--- src/rtl/synth_cmd_pkg.sv ---
// Shared MIDI/synth command definitions: status nibbles, reserved codes,
// command field layout and parser encodings.
package synth_cmd_pkg;

    localparam logic [3:0] ST_NOTE_OFF = 4'h8;
    localparam logic [3:0] ST_NOTE_ON  = 4'h9;
    localparam logic [3:0] ST_CC       = 4'hB;
    localparam logic [3:0] ST_PROG     = 4'hC;
    localparam logic [3:0] ST_CHPRESS  = 4'hD;

    localparam logic [6:0] CC_ALL_NOTES_OFF = 7'd123;
    localparam logic [6:0] NOTE_STOP_ALL    = 7'h7F;

    localparam int CMD_W        = 16;
    localparam int CMD_ON_BIT   = 15;
    localparam int CMD_NOTE_MSB = 14;
    localparam int CMD_NOTE_LSB = 8;
    localparam int CMD_VEL_MSB  = 7;
    localparam int CMD_VEL_LSB  = 0;

    typedef enum logic [1:0] {
        PS_IDLE    = 2'd0,
        PS_WAIT_D1 = 2'd1,
        PS_WAIT_D2 = 2'd2
    } parse_state_e;

    typedef enum logic [2:0] {
        K_NONE     = 3'd0,
        K_NOTE_ON  = 3'd1,
        K_NOTE_OFF = 3'd2,
        K_CC       = 3'd3,
        K_OTHER2   = 3'd4,
        K_OTHER1   = 3'd5
    } kind_e;

    function automatic logic [CMD_W-1:0] make_cmd(input logic on,
                                                  input logic [6:0] note,
                                                  input logic [7:0] vel);
        logic [CMD_W-1:0] cmd;
        cmd                            = '0;
        cmd[CMD_ON_BIT]                = on;
        cmd[CMD_NOTE_MSB:CMD_NOTE_LSB] = note;
        cmd[CMD_VEL_MSB:CMD_VEL_LSB]   = vel;
        return cmd;
    endfunction

endpackage

--- src/rtl/cmd_fifo.sv ---
// Synchronous FIFO with show-ahead head output and occupancy count.
// DEPTH must be a power of two so the pointers wrap naturally.
module cmd_fifo #(
    parameter int DEPTH = 4,
    parameter int WIDTH = 16
) (
    input  logic                     clk,
    input  logic                     rst_n,
    input  logic                     push_i,
    input  logic [WIDTH-1:0]         data_i,
    input  logic                     pop_i,
    output logic [WIDTH-1:0]         head_o,
    output logic [$clog2(DEPTH):0]   count_o,
    output logic                     empty_o
);

    localparam int AW = $clog2(DEPTH);
    localparam logic [AW:0] DEPTH_C = (AW+1)'(DEPTH);

    logic [WIDTH-1:0] mem_q [DEPTH];
    logic [AW-1:0]    wr_ptr_q;
    logic [AW-1:0]    rd_ptr_q;
    logic [AW:0]      count_q;
    logic             do_push_s;
    logic             do_pop_s;

    assign empty_o   = (count_q == '0);
    assign do_push_s = push_i && (count_q != DEPTH_C);
    assign do_pop_s  = pop_i && !empty_o;
    assign head_o    = mem_q[rd_ptr_q];
    assign count_o   = count_q;

    // Storage, pointers and occupancy.
    always_ff @(posedge clk or negedge rst_n) begin
        if (!rst_n) begin
            for (int i = 0; i < DEPTH; i++) begin
                mem_q[i] <= '0;
            end
            wr_ptr_q <= '0;
            rd_ptr_q <= '0;
            count_q  <= '0;
        end else begin
            if (do_push_s) begin
                mem_q[wr_ptr_q] <= data_i;
                wr_ptr_q        <= wr_ptr_q + 1'b1;
            end
            if (do_pop_s) begin
                rd_ptr_q <= rd_ptr_q + 1'b1;
            end
            case ({do_push_s, do_pop_s})
                2'b10:   count_q <= count_q + 1'b1;
                2'b01:   count_q <= count_q - 1'b1;
                default: count_q <= count_q;
            endcase
        end
    end

endmodule

--- src/rtl/midi_note_master.sv ---
// MIDI byte-stream parser that queues note commands and issues them as
// Avalon-MM writes to the synthesizer note-command slave.
module midi_note_master
    import synth_cmd_pkg::*;
#(
    parameter int         FIFO_DEPTH = 4,
    parameter logic [3:0] CHANNEL    = 4'd0,
    parameter bit         OMNI       = 1'b0
) (
    input  logic        clk,
    input  logic        reset,
    input  logic [7:0]  i_midi_data,
    input  logic        i_midi_valid,
    output logic        o_midi_ready,
    output logic        avm_m0_write,
    output logic [31:0] avm_m0_writedata,
    input  logic        avm_m0_waitrequest,
    output logic [7:0]  o_drop_cnt
);

    localparam int CW = $clog2(FIFO_DEPTH) + 1;
    localparam logic [CW-1:0] DEPTH_C = CW'(FIFO_DEPTH);

    parse_state_e     state_q, state_d;
    kind_e            kind_q, kind_d;
    kind_e            chan_kind_s;
    logic [6:0]       d1_q, d1_d;
    logic [7:0]       drop_q, drop_d;
    logic             accept_s, is_rt_s, is_sys_s, is_chan_s, is_data_s, chan_match_s;
    logic             push_s, drop_inc_s, pop_s, fifo_empty_s;
    logic [CMD_W-1:0] cmd_s, fifo_head_s;
    logic [CW-1:0]    fifo_count_s;

    assign o_midi_ready = (fifo_count_s < DEPTH_C);
    assign accept_s     = i_midi_valid && o_midi_ready;
    assign is_data_s    = !i_midi_data[7];
    assign is_rt_s      = (i_midi_data[7:3] == 5'b11111);
    assign is_sys_s     = (i_midi_data[7:4] == 4'hF) && !is_rt_s;
    assign is_chan_s    = i_midi_data[7] && (i_midi_data[7:4] != 4'hF);
    assign chan_match_s = OMNI || (i_midi_data[3:0] == CHANNEL);

    // Map a channel voice status to its kind; foreign channels keep only the length.
    always_comb begin
        chan_kind_s = K_OTHER2;
        case (i_midi_data[7:4])
            ST_NOTE_OFF:         chan_kind_s = chan_match_s ? K_NOTE_OFF : K_OTHER2;
            ST_NOTE_ON:          chan_kind_s = chan_match_s ? K_NOTE_ON  : K_OTHER2;
            ST_CC:               chan_kind_s = chan_match_s ? K_CC       : K_OTHER2;
            ST_PROG, ST_CHPRESS: chan_kind_s = K_OTHER1;
            default:             chan_kind_s = K_OTHER2;
        endcase
    end

    // Parser state, running-status kind and latched D1.
    always_ff @(posedge clk or negedge reset) begin
        if (!reset) begin
            state_q <= PS_IDLE;
            kind_q  <= K_NONE;
            d1_q    <= 7'd0;
            drop_q  <= 8'd0;
        end else begin
            state_q <= state_d;
            kind_q  <= kind_d;
            d1_q    <= d1_d;
            drop_q  <= drop_d;
        end
    end

    // Next-state logic; real-time bytes fall through and leave everything intact.
    always_comb begin
        state_d = state_q;
        kind_d  = kind_q;
        d1_d    = d1_q;
        if (accept_s && !is_rt_s) begin
            if (is_sys_s) begin
                state_d = PS_IDLE;
                kind_d  = K_NONE;
            end else if (is_chan_s) begin
                state_d = PS_WAIT_D1;
                kind_d  = chan_kind_s;
            end else begin
                case (state_q)
                    PS_IDLE, PS_WAIT_D1: begin
                        if (kind_q != K_NONE) begin
                            d1_d    = i_midi_data[6:0];
                            state_d = (kind_q == K_OTHER1) ? PS_IDLE : PS_WAIT_D2;
                        end else begin
                            state_d = PS_IDLE;
                        end
                    end
                    PS_WAIT_D2: state_d = PS_IDLE;
                    default:    state_d = PS_IDLE;
                endcase
            end
        end else begin
            state_d = state_q;
        end
    end

    // Emit and drop decisions on the byte that completes (or orphans) a message.
    always_comb begin
        push_s     = 1'b0;
        drop_inc_s = 1'b0;
        cmd_s      = '0;
        if (accept_s && is_data_s && (state_q == PS_WAIT_D2)) begin
            case (kind_q)
                K_NOTE_ON, K_NOTE_OFF: begin
                    if (d1_q == NOTE_STOP_ALL) begin
                        drop_inc_s = 1'b1;
                    end else begin
                        push_s = 1'b1;
                        cmd_s  = make_cmd((kind_q == K_NOTE_ON) && (i_midi_data != 8'h00),
                                          d1_q, i_midi_data);
                    end
                end
                K_CC: begin
                    if (d1_q == CC_ALL_NOTES_OFF) begin
                        push_s = 1'b1;
                        cmd_s  = make_cmd(1'b0, NOTE_STOP_ALL, 8'h00);
                    end else begin
                        push_s = 1'b0;
                    end
                end
                default: push_s = 1'b0;
            endcase
        end else if (accept_s && is_data_s && (state_q == PS_IDLE) && (kind_q == K_NONE)) begin
            drop_inc_s = 1'b1;
        end else begin
            push_s = 1'b0;
        end
    end

    assign drop_d = (drop_inc_s && (drop_q != 8'hFF)) ? drop_q + 8'd1 : drop_q;

    cmd_fifo #(
        .DEPTH (FIFO_DEPTH),
        .WIDTH (CMD_W)
    ) u_fifo (
        .clk     (clk),
        .rst_n   (reset),
        .push_i  (push_s),
        .data_i  (cmd_s),
        .pop_i   (pop_s),
        .head_o  (fifo_head_s),
        .count_o (fifo_count_s),
        .empty_o (fifo_empty_s)
    );

    assign avm_m0_write     = !fifo_empty_s;
    assign pop_s            = avm_m0_write && !avm_m0_waitrequest;
    assign avm_m0_writedata = {16'h0000, fifo_empty_s ? 16'h0000 : fifo_head_s};
    assign o_drop_cnt       = drop_q;

endmodule

--- config.mk ---
export PLATFORM = sky130hd
export DESIGN_NAME = midi_note_master
export DESIGN_NICKNAME = d
export VERILOG_FILES = /design/src/rtl/synth_cmd_pkg.sv /design/src/rtl/cmd_fifo.sv /design/src/rtl/midi_note_master.sv
export SDC_FILE = /design/constraint.sdc
export NUM_CORES = 1
export LEC_CHECK = 0
export ABC_AREA = 0
export BUFFER_PORTS_ARGS = -buffer_cell sky130_fd_sc_hd__buf_2
export CORE_ASPECT_RATIO = 1.75
export CORE_MARGIN = 4
export CORE_UTILIZATION = 65
export CTS_BUF_LIST = sky130_fd_sc_hd__clkbuf_8
export DETAILED_ROUTE_END_ITERATION = 8
export PLACE_DENSITY_LB_ADDON = 0.08
export SLEW_MARGIN = 5
export SYNTH_ARGS = -nofsm -noshare
export SYNTH_HDL_FRONTEND = slang
export SYNTH_HIERARCHICAL = 1
export SYNTH_SLANG_ARGS = --single-unit
--- constraint.sdc ---
create_clock -name clk -period 5.2 [get_ports clk]
set_input_delay 0.78 -clock clk [delete_from_list [all_inputs] [get_ports clk]]
set_output_delay 0.78 -clock clk [all_outputs]
set_load 0.03 [all_outputs]
=== Yosys cells after proc, flatten, opt, wreduce, memory -nomap -nowiden ===
Index checks and enable logic that the tools add are counted.

* $add $sub $neg: 5
* Magnitude comparators: 4
* Equality and inequality tests: 20
* Multiplexer cells: 31
* Bitwise gates (word level): 4
* Reduce and logical (&&, ||, !) cells: 31

{| class="wikitable"
|+ Operator list
! operator !! count
|-
| $mux W16 || 6
|-
| $bwmux W64 || 1
|-
| $bmux W16 S2 || 1
|-
| $demux W16 S2 || 1
|-
| $pmux W16 S2 || 1
|-
| $eq A4 B4 Y1 const B || 6
|-
| $mux W15 || 1
|-
| $mux W3 || 5
|-
| $eq A7 B7 Y1 const B || 2
|-
| $logic_and A1 B1 Y1 || 14
|-
| $pmux W3 S4 || 1
|-
| $mux W2 || 5
|-
| $add A8 B1 Y8 const B || 1
|-
| $ne A8 B8 Y1 const B || 1
|-
| $reduce_bool A8 Y1 || 1
|-
| $mux W1 || 7
|-
| $eq A3 B2 Y1 const B || 2
|-
| $ge A3 B3 Y1 const B || 2
|-
| $logic_not A3 Y1 || 2
|-
| $not A2 Y3 || 2
|-
| $pmux W3 S2 || 1
|-
| $reduce_or A2 Y1 || 3
|-
| $eq A5 B5 Y1 const B || 1
|-
| $reduce_and A5 Y1 || 1
|-
| other kinds (19) || 27
|}

* Bits in registers: 91
* Input bits: 12
* Output and inout port bits: 42
* Logic and storage cells: 106

=== Depth between registers and ports, before layout ===
Gate-level depths: netlist of the first run.

* Word-level depth: 8
* Mapped depth: 11
* Mapped depth without buffers: 11

=== Modules after synthesis ===
The synthesis of the first run kept the hierarchy.

{| class="wikitable"
|+ Modules (own cells, without submodules)
! module !! times used !! cells an instance !! area each (um^2) !! sequential area each (um^2)
|-
| cmd_fifo || 1 || 192 || 3353.2 || 1776.7
|-
| midi_note_master || 1 || 157 || 1402.6 || 500.5
|}

=== Worst setup path after synthesis of the first run ===
No wires, ideal clock.

* Kind: input to register
* From: in i_midi_data[7]
* To: reg u_fifo.count_q[2] (netlist: u_fifo/count_o[2])
* Setup time: 0.128 ns
* Data arrival time: 2.954 ns
* Required time: 5.072 ns
* Setup slack: 2.119 ns
* Stages: 11
* Path buffers: 0
* Cells stage by stage: nor4b_1 nand2_1 a21o_1 nor3_1 nand2b_1 ha_1 inv_1 fa_1 xor2_1 nor2_1 xor2_1

* Word-level cells in the longest chain between the ends: 7
* Elaborated cells on any way between the ends: 9
* Those cells by class: 2 x eq/ne; 2 x mux; 5 x reduce/logical

{| class="wikitable"
|+ RTL lines
! what !! line !! RTL
|-
| from (decl) || midi_note_master.sv:12 || <nowiki>input logic [7:0] i_midi_data,</nowiki>
|-
| $logic_not A1 Y1 * || midi_note_master.sv:36 || <nowiki>assign is_data_s = !i_midi_data[7];</nowiki>
|-
| $logic_and A1 B1 Y1 * (2 in series) || midi_note_master.sv:105 || <nowiki>if (accept_s && is_data_s && (state_q == PS_WAIT_D2)) begin</nowiki>
|-
| $mux W1 * || midi_note_master.sv:105 ||
|-
| named net push_s || midi_note_master.sv:30 || <nowiki>logic push_s, drop_inc_s, pop_s, fifo_empty_s;</nowiki>
|-
| $logic_and A1 B1 Y1 * || cmd_fifo.sv:28 || <nowiki>assign do_push_s = push_i && (count_q != DEPTH_C);</nowiki>
|-
| $eq A2 B1 Y1 or $eq A2 B2 Y1 (tied branches) || cmd_fifo.sv:50 || <nowiki>case ({do_push_s, do_pop_s})</nowiki>
|-
| $pmux W3 S2 or $reduce_bool A2 Y1 (tied branches) || - ||
|-
| to (signal assigned) || cmd_fifo.sv:51 || <nowiki>2'b10: count_q <= count_q + 1'b1;</nowiki>
|-
| to (signal assigned) || cmd_fifo.sv:52 || <nowiki>2'b01: count_q <= count_q - 1'b1;</nowiki>
|-
| to (signal assigned) || cmd_fifo.sv:53 || <nowiki>default: count_q <= count_q;</nowiki>
|-
| to (decl) || cmd_fifo.sv:23 || <nowiki>logic [AW:0] count_q;</nowiki>
|}

Mark *: on every way through the listed nets, which the timed path passes. The rest lies on a longest branch.
A chain may end at the register's enable or synchronous reset.

=== Worst setup path in the final report of the first run ===
Same ends and word-level chain as after synthesis.

==> results of run 1 <==
==> state kept, by name, summed over array words and instances, names as in the netlist <==
register         flops
u_fifo/mem_q        64
o_drop_cnt           8
d1_q                 7
kind_q               3
u_fifo/count_o       3
state_q              2
u_fifo/rd_ptr_q      2
u_fifo/wr_ptr_q      2
==> worst register-to-register path, stage by stage (launching register included) <==
cell	delay (ns)
dfrtp_1	0.49
nor2b_1	0.32
nand2_1	0.20
a21o_1	0.22
nor3_1	0.68
nand2b_1	0.28
ha_1	0.31
inv_1	0.08
fa_1	0.18
xor2_1	0.15
nor2_1	0.06
xor2_1	0.14
==> area by class of cell <==
| type | count | area (um2) | share of cell area [%] |
|---|---|---|---|
| Multi-Input combinational cell | 239 | 2320 | 45.1 |
| Sequential cell | 91 | 2280 | 44.3 |
| Timing Repair Buffer | 40 | 210 | 4.09 |
| Clock buffer | 11 | 151 | 2.94 |
| Tap cell | 86 | 108 | 2.09 |
| Clock inverter | 4 | 42.5 | 0.827 |
| Inverter | 10 | 37.5 | 0.730 |
==> report_power, final <==
part | leakage (nW) | switching, mW | internal (mW)
registers | 1.24 | 0.136 | 0.786
logic | 1.15 | 0.234 | 0.191
clock network | 0.108 | 0.229 | 0.242
==> synth_stat cells (all sizes together) <==
master | n | area share (%)
nand2b | 2 | 0.26
or3b | 1 | 0.24
or4 | 1 | 0.16
and2 | 13 | 1.7
or3 | 1 | 0.13
fa | 1 | 0.42
mux2 | 74 | 21
nand2 | 17 | 1.3
inv | 10 | 0.79
nor2b | 19 | 2.5
ha | 6 | 1.6
mux2i | 1 | 0.21
nor3 | 4 | 0.42
nor3b | 1 | 0.39
a2111oi | 1 | 0.18
a211oi | 2 | 0.42
clkbuf | 5 | 0.39
nor2 | 16 | 1.9
or4b | 1 | 0.29
xnor2 | 8 | 1.5
o32ai | 1 | 0.58
o31a | 1 | 0.18
xor2 | 7 | 1.3
o21ai | 5 | 0.53
dfrtp | 91 | 48
nor4b | 1 | 0.18
buf | 23 | 3.8
conb | 1 | 0.079
and4 | 2 | 0.37
o211ai | 1 | 0.16
a21o | 1 | 0.16
a21oi | 4 | 0.42
nand3 | 5 | 0.53
mux4 | 16 | 7.6
and3 | 2 | 0.26
nand4 | 4 | 0.53
==> logic make-up (layout without fill, tap and decap cells) <==
family,Yosys count,count (layout),share of synthesized area (%)
buffers and inverters,38,65,4.97
adder cells (fa/ha/maj),7,7,2.00
AO/OA/AOI/OAI,16,16,2.63
XOR/XNOR,15,15,2.76
AND/OR/NAND/NOR,90,90,11.2
other,1,20,0.0789
flip-flops,91,91,47.9
multiplexers,91,91,28.5
==> worst max-delay path by stage <==
stage                                  from                 to  slack [ns]  depth (start not counted)
final                        i_midi_data[7]  u_fifo/count_o[2]        1.94                         12
after detailed placement     i_midi_data[7]  u_fifo/count_o[2]        1.58                         12
after global placement       i_midi_data[7]   u_fifo/mem_q[32]        1.65                          8
after CTS                 u_fifo/count_o[2]  u_fifo/count_o[2]        1.96                         11
after global routing         i_midi_data[7]  u_fifo/count_o[2]        1.52                         12
after floorplan              i_midi_data[7]  u_fifo/count_o[2]        2.12                         11
==> routing by layer <==
layer,up-vias,global-route usage (%),part of all wire [%]
li1,1269,-,-
met1,1421,29.6,43
met2,56,36.0,52
met3,10,4.98,4.0
met4,0,7.62,1.5
met5,-,0,0
==> per-stage QoR <==
stage	util, %	setup slack, ns	power (mW)	cell area (um2)	std cells
4_1_cts	71.6	1.96	1.84	5140	481
6_report	71.6	1.94	1.82	5140	481
3_5_place_dp	68.9	1.58	1.37	4950	466
5_1_grt	71.6	1.52	1.93	5140	481
2_1_floorplan	-	2.12	1.24	4830	368
3_3_place_gp	68.9	1.65	1.35	4950	466
==> metrics, run 1 <==
status=completed; final cycle utilization of the critical path=62.7%; chip width=72.7 um; # resized after CTS=0; Syn Std Cell Area=4760 um2; worst skew pair latency=0.35 ns; CP Launch Type=input pin; reg2reg start=u_fifo/count_o[2]; Routed Antenna Nets=0; CTS Sinks=91; Synth Warn #=6; worst vdd ir=0.227 mV; Site Rows=41; drt first-iter violations=203; most used cell, CP=xor2_1; Avg Vias per Cell=5.73; Critical Path Max Stage Delay=0.68 ns; Slowest-stage cell, CP=nor3_1; clock tree buffer depth=2; Die Span Y=121 um; cts bufs inserted=9; H-tree Lvls=3; Max Freq=307 MHz; Max Cap Violations=0; commonest non-fill, non-tap cell in the layout=dfrtp_1; Post-Synthesis Cells=349; Hold Worst Slack=0.296 ns; CP Cell Sequence=buf_2 > nor4b_1 > nand2_1 > a21o_1 > nor3_1 > nand2b_1 > ha_1 > inv_1 > fa_1 > xor2_1 > nor2_1 > xor2_1; most frequent cells in the layout=dfrtp_1 (91), mux2_4 (40), buf_2 (36), mux2_2 (34), conb_1 (20); # fillers=519; FF-to-FF setup slack=1.97 ns; clk slew on worst S/H paths=0.08 ns; distinct cell type count after synthesis=41; Mapped Avg Cell Area=13.6 um2; cell family with most CP delay=simple AND/OR/NAND/NOR gates; Setup violations, final=0; Crit path arrival time=3.50 ns; Root Driver=clkbuf_8; CP max FO=11; pin count of the biggest net entering global routing=72; RePlAce Congestion=0.807; wirelength, routed=8630 um; CP bufs+invs=2; io pins=54; port bufs=37; Cell Pwr Density=353 nW/um2; core region area=7180 um2; HP Class=input pin to async pin; Clock Skew=0.00789 ns; min cycle time layout=3.26 ns; share of cells above drive strength 1=38.7%; vias in the first global route=2881; CP required=5.44 ns; n_diodes=0; Synth Register Bits=91; register area share after synthesis=47.9%; Worst R2R End=u_fifo/count_o[2]; drt wl/cell=17.9 um; antenna violations before repair=0; critical path endpoint category=flop; Worst Max-Slew Pin Slew=1.09 ns; routed via count=2756; Remaining Overflow, GRT=0; Slew Viols, Final=0; Hold-fix buffers, CTS=0; Post-CTS Setup Repair Bufs=0; initial core utilization=66.2%; TritonCTS clock tree=built; global-route wire length before repair=14800 um; setup_tns=0 ns; die area=8800 um2; area grow syn2layout=8.18%; reg2reg path depth=11; drt first pass iters=4; Setup Crit Path Kind=input pin to flop; unrepaired setup endpoints after global routing=no; Slew HR=25.3%; # DRC=0; final hold violations=0; Detailed Place HPWL=5970 um; GRT Util Overall=22.3%; fin nets=410; static leakage=2.49 nW
Power figures use the tool's default switching activity.
==> inputs of run 2 (changes only) <==
Settings changed: CORE_UTILIZATION 65 to 61.
Clock period 5.2 ns to 3.1 ns, I/O delays scaled along.
==> run 2 against run 1 <==
Combinational power is 76% higher. Clock power is 74% higher. Via count is 0.40% higher. Sequential share of layout area is 0.62 points lower. Design area is 1.4% higher. Clock-buffer cell count stayed put. Total power is 70% higher. Global-route usage is 0.96 points lower. Cell count is 2.3% higher.
==> metrics, run 2 (synthesized netlist as in run 1, its figures left out) <==
cell family with most CP delay=simple AND/OR/NAND/NOR gates; CTS Sinks=91 (unchanged); clock tree buffer depth=2 (unchanged); post-placement cell area=5010 um2 (+1.3%); TritonCTS clock tree=built; Site Rows=42 (+2.4%); die area=9330 um2 (+6.0%); Routed Antenna Nets=0 (unchanged); CP Launch Type=flop; critical path endpoint category=flop; Setup violations, final=0 (unchanged); Seq pwr share=49.1% (-1.6 points); io pins=54 (unchanged); core region area=7570 um2 (+5.4%); pin count of the biggest net entering global routing=57 (-21%); vias in the first global route=2969 (+3.1%); Remaining Overflow, GRT=0 (unchanged); n_diodes=0 (unchanged); final cycle utilization of the critical path=82.6%; max FFs per register=64 (unchanged); CP Cell Sequence=nor4b_1 > nand2_1 > a21o_1 > nor3_1 > buf_4 > nand2b_1 > ha_1 > inv_1 > fa_1 > xor2_1 > nor2_1 > xor2_1; Root Driver=clkbuf_8; status=completed; initial core utilization=62.8% (-3.4 points); port bufs=37 (unchanged); pre-CTS WS=0.379 ns (-1.20 ns); H-tree Lvls=3 (unchanged); drt first-iter violations=199 (-2.0%); drt first pass iters=4 (unchanged); Die Span Y=125 um (+3.0%); share of cells above drive strength 1=40.3% (+1.6 points); wirelength, routed=9060 um (+5.0%); cell area after layout=5220 um2 (+1.4%); clk slew on worst S/H paths=0.09 ns (about the same); final hold violations=0 (unchanged); most frequent cells in the layout=dfrtp_1 (91), mux2_4 (40), buf_2 (36), mux2_2 (34), conb_1 (20); cts bufs inserted=9 (unchanged); # DRC=0 (unchanged); routed via count=2767 (+0.40%); Final WS setup=0.541 ns (-1.40 ns); Max Freq=391 MHz; chip width=74.7 um (+2.9%); fin nets=418 (+2.0%); sw frac=33.2% (+0.28 points); Internal=2.06 mW (+69%); FF-to-FF setup slack=0.54 ns (-1.43 ns); most used cell, CP=xor2_1; Critical Path Max Stage Delay=0.42 ns (-0.26 ns); Max Cap Violations=0 (unchanged); worst vdd ir=0.370 mV (+63%); antenna violations before repair=0 (unchanged); commonest non-fill, non-tap cell in the layout=dfrtp_1; Final Power=3.09 mW (+70%); GRT Util Overall=21.3% (-0.96 points); area grow syn2layout=9.71%; Clock Skew=0.00944 ns (+0.00155 ns); CP max FO=11 (unchanged); Largest Register=u_fifo/mem_q; global-route wire length before repair=15000 um (+1.6%); Hold-fix buffers, CTS=0 (unchanged); unrepaired setup endpoints after global routing=no; Slowest-stage cell, CP=dfrtp_1; Crit path arrival time=2.81 ns (-0.69 ns); CP required=3.35 ns (-2.09 ns); Detailed Place HPWL=6380 um (+6.8%); Avg Vias per Cell=5.62 (-1.8%); Switch Pwr=1.03 mW (+71%); Slew HR=41.4% (+16 points); drt wl/cell=18.4 um (+2.6%); Slew Viols, Final=0 (unchanged); Cell Pwr Density=591 nW/um2 (+67%); Clock Power Share=26.6% (+0.7 points); # resized after CTS=0 (unchanged); Setup Crit Path Kind=flop to flop; Gate power share=24.3% (+0.9 points); HP Class=input pin to async pin; static leakage=2.54 nW (+1.8%); worst skew pair latency=0.36 ns (about the same); # fillers=579 (+12%); RePlAce Congestion=0.818 (+1.3%); Post-CTS Setup Repair Bufs=0 (unchanged); min cycle time layout=2.56 ns; Worst Max-Slew Pin Slew=0.879 ns (-0.214 ns); CP bufs+invs=2 (unchanged); setup_tns=0 ns (unchanged)
run 2: worst paths after layout:
path                                   from  cells after the start                 to
max                               kind_q[2]                     12  u_fifo/count_o[2]
min                                   reset                      1   u_fifo/mem_q[39]
max reg2reg                       kind_q[2]                     12  u_fifo/count_o[2]
min reg2reg                u_fifo/mem_q[24]                      1   u_fifo/mem_q[24]
max in group asynchronous             reset                      2      o_drop_cnt[5]
min in group clk             i_midi_data[2]                      2            d1_q[2]
run 2: power groups by stage:
stage / combinational [mW] / clock, mW / sequential (mW)
2_1_floorplan: 0.606 / 0 / 1.48
3_3_place_gp: 0.744 / 0 / 1.53
3_5_place_dp: 0.769 / 0 / 1.54
4_1_cts: 0.769 / 0.844 / 1.52
5_1_grt: 0.836 / 0.891 / 1.54
6_report: 0.751 / 0.821 / 1.51
run 2: worst reg2reg max path: stages (launching register included):
cell and delay [ns]:
dfrtp_1 0.42, nor4b_1 0.30, nand2_1 0.19, a21o_1 0.23, nor3_1 0.19, buf_4 0.18
nand2b_1 0.12, ha_1 0.24, inv_1 0.07, fa_1 0.17, xor2_1 0.15, nor2_1 0.06
xor2_1 0.14
run 2: area by class of cell:
class                   instances  area, um2  share of cell area [%]
clock inverters                 5       52.6                    1.01
multi-input cells             239       2320                    44.4
clock buffers                  11        151                    2.90
inverters                      10       37.5                   0.719
repair buffers                 48        270                    5.18
well taps                      88        110                    2.11
flip-flops and latches         91       2280                    43.6
run 2: through the flow:
stage          instances  hold WS (ns)  util (%)
4_1_cts              492         0.160      68.9
6_report             492         0.141      68.9
3_5_place_dp         476         0.490      66.3
3_3_place_gp         476         0.485      66.3
2_1_floorplan        368         0.169         -
5_1_grt              492         0.179      68.9
run 2: metal layers:
layer / global-route usage, % / vias up / routed length [um]
met5: 0 / - / 0
met4: 8.39 / 0 / 183
met3: 3.47 / 13 / 264
met2: 35.1 / 54 / 4900
met1: 27.5 / 1412 / 3710
li1: - / 1288 / -
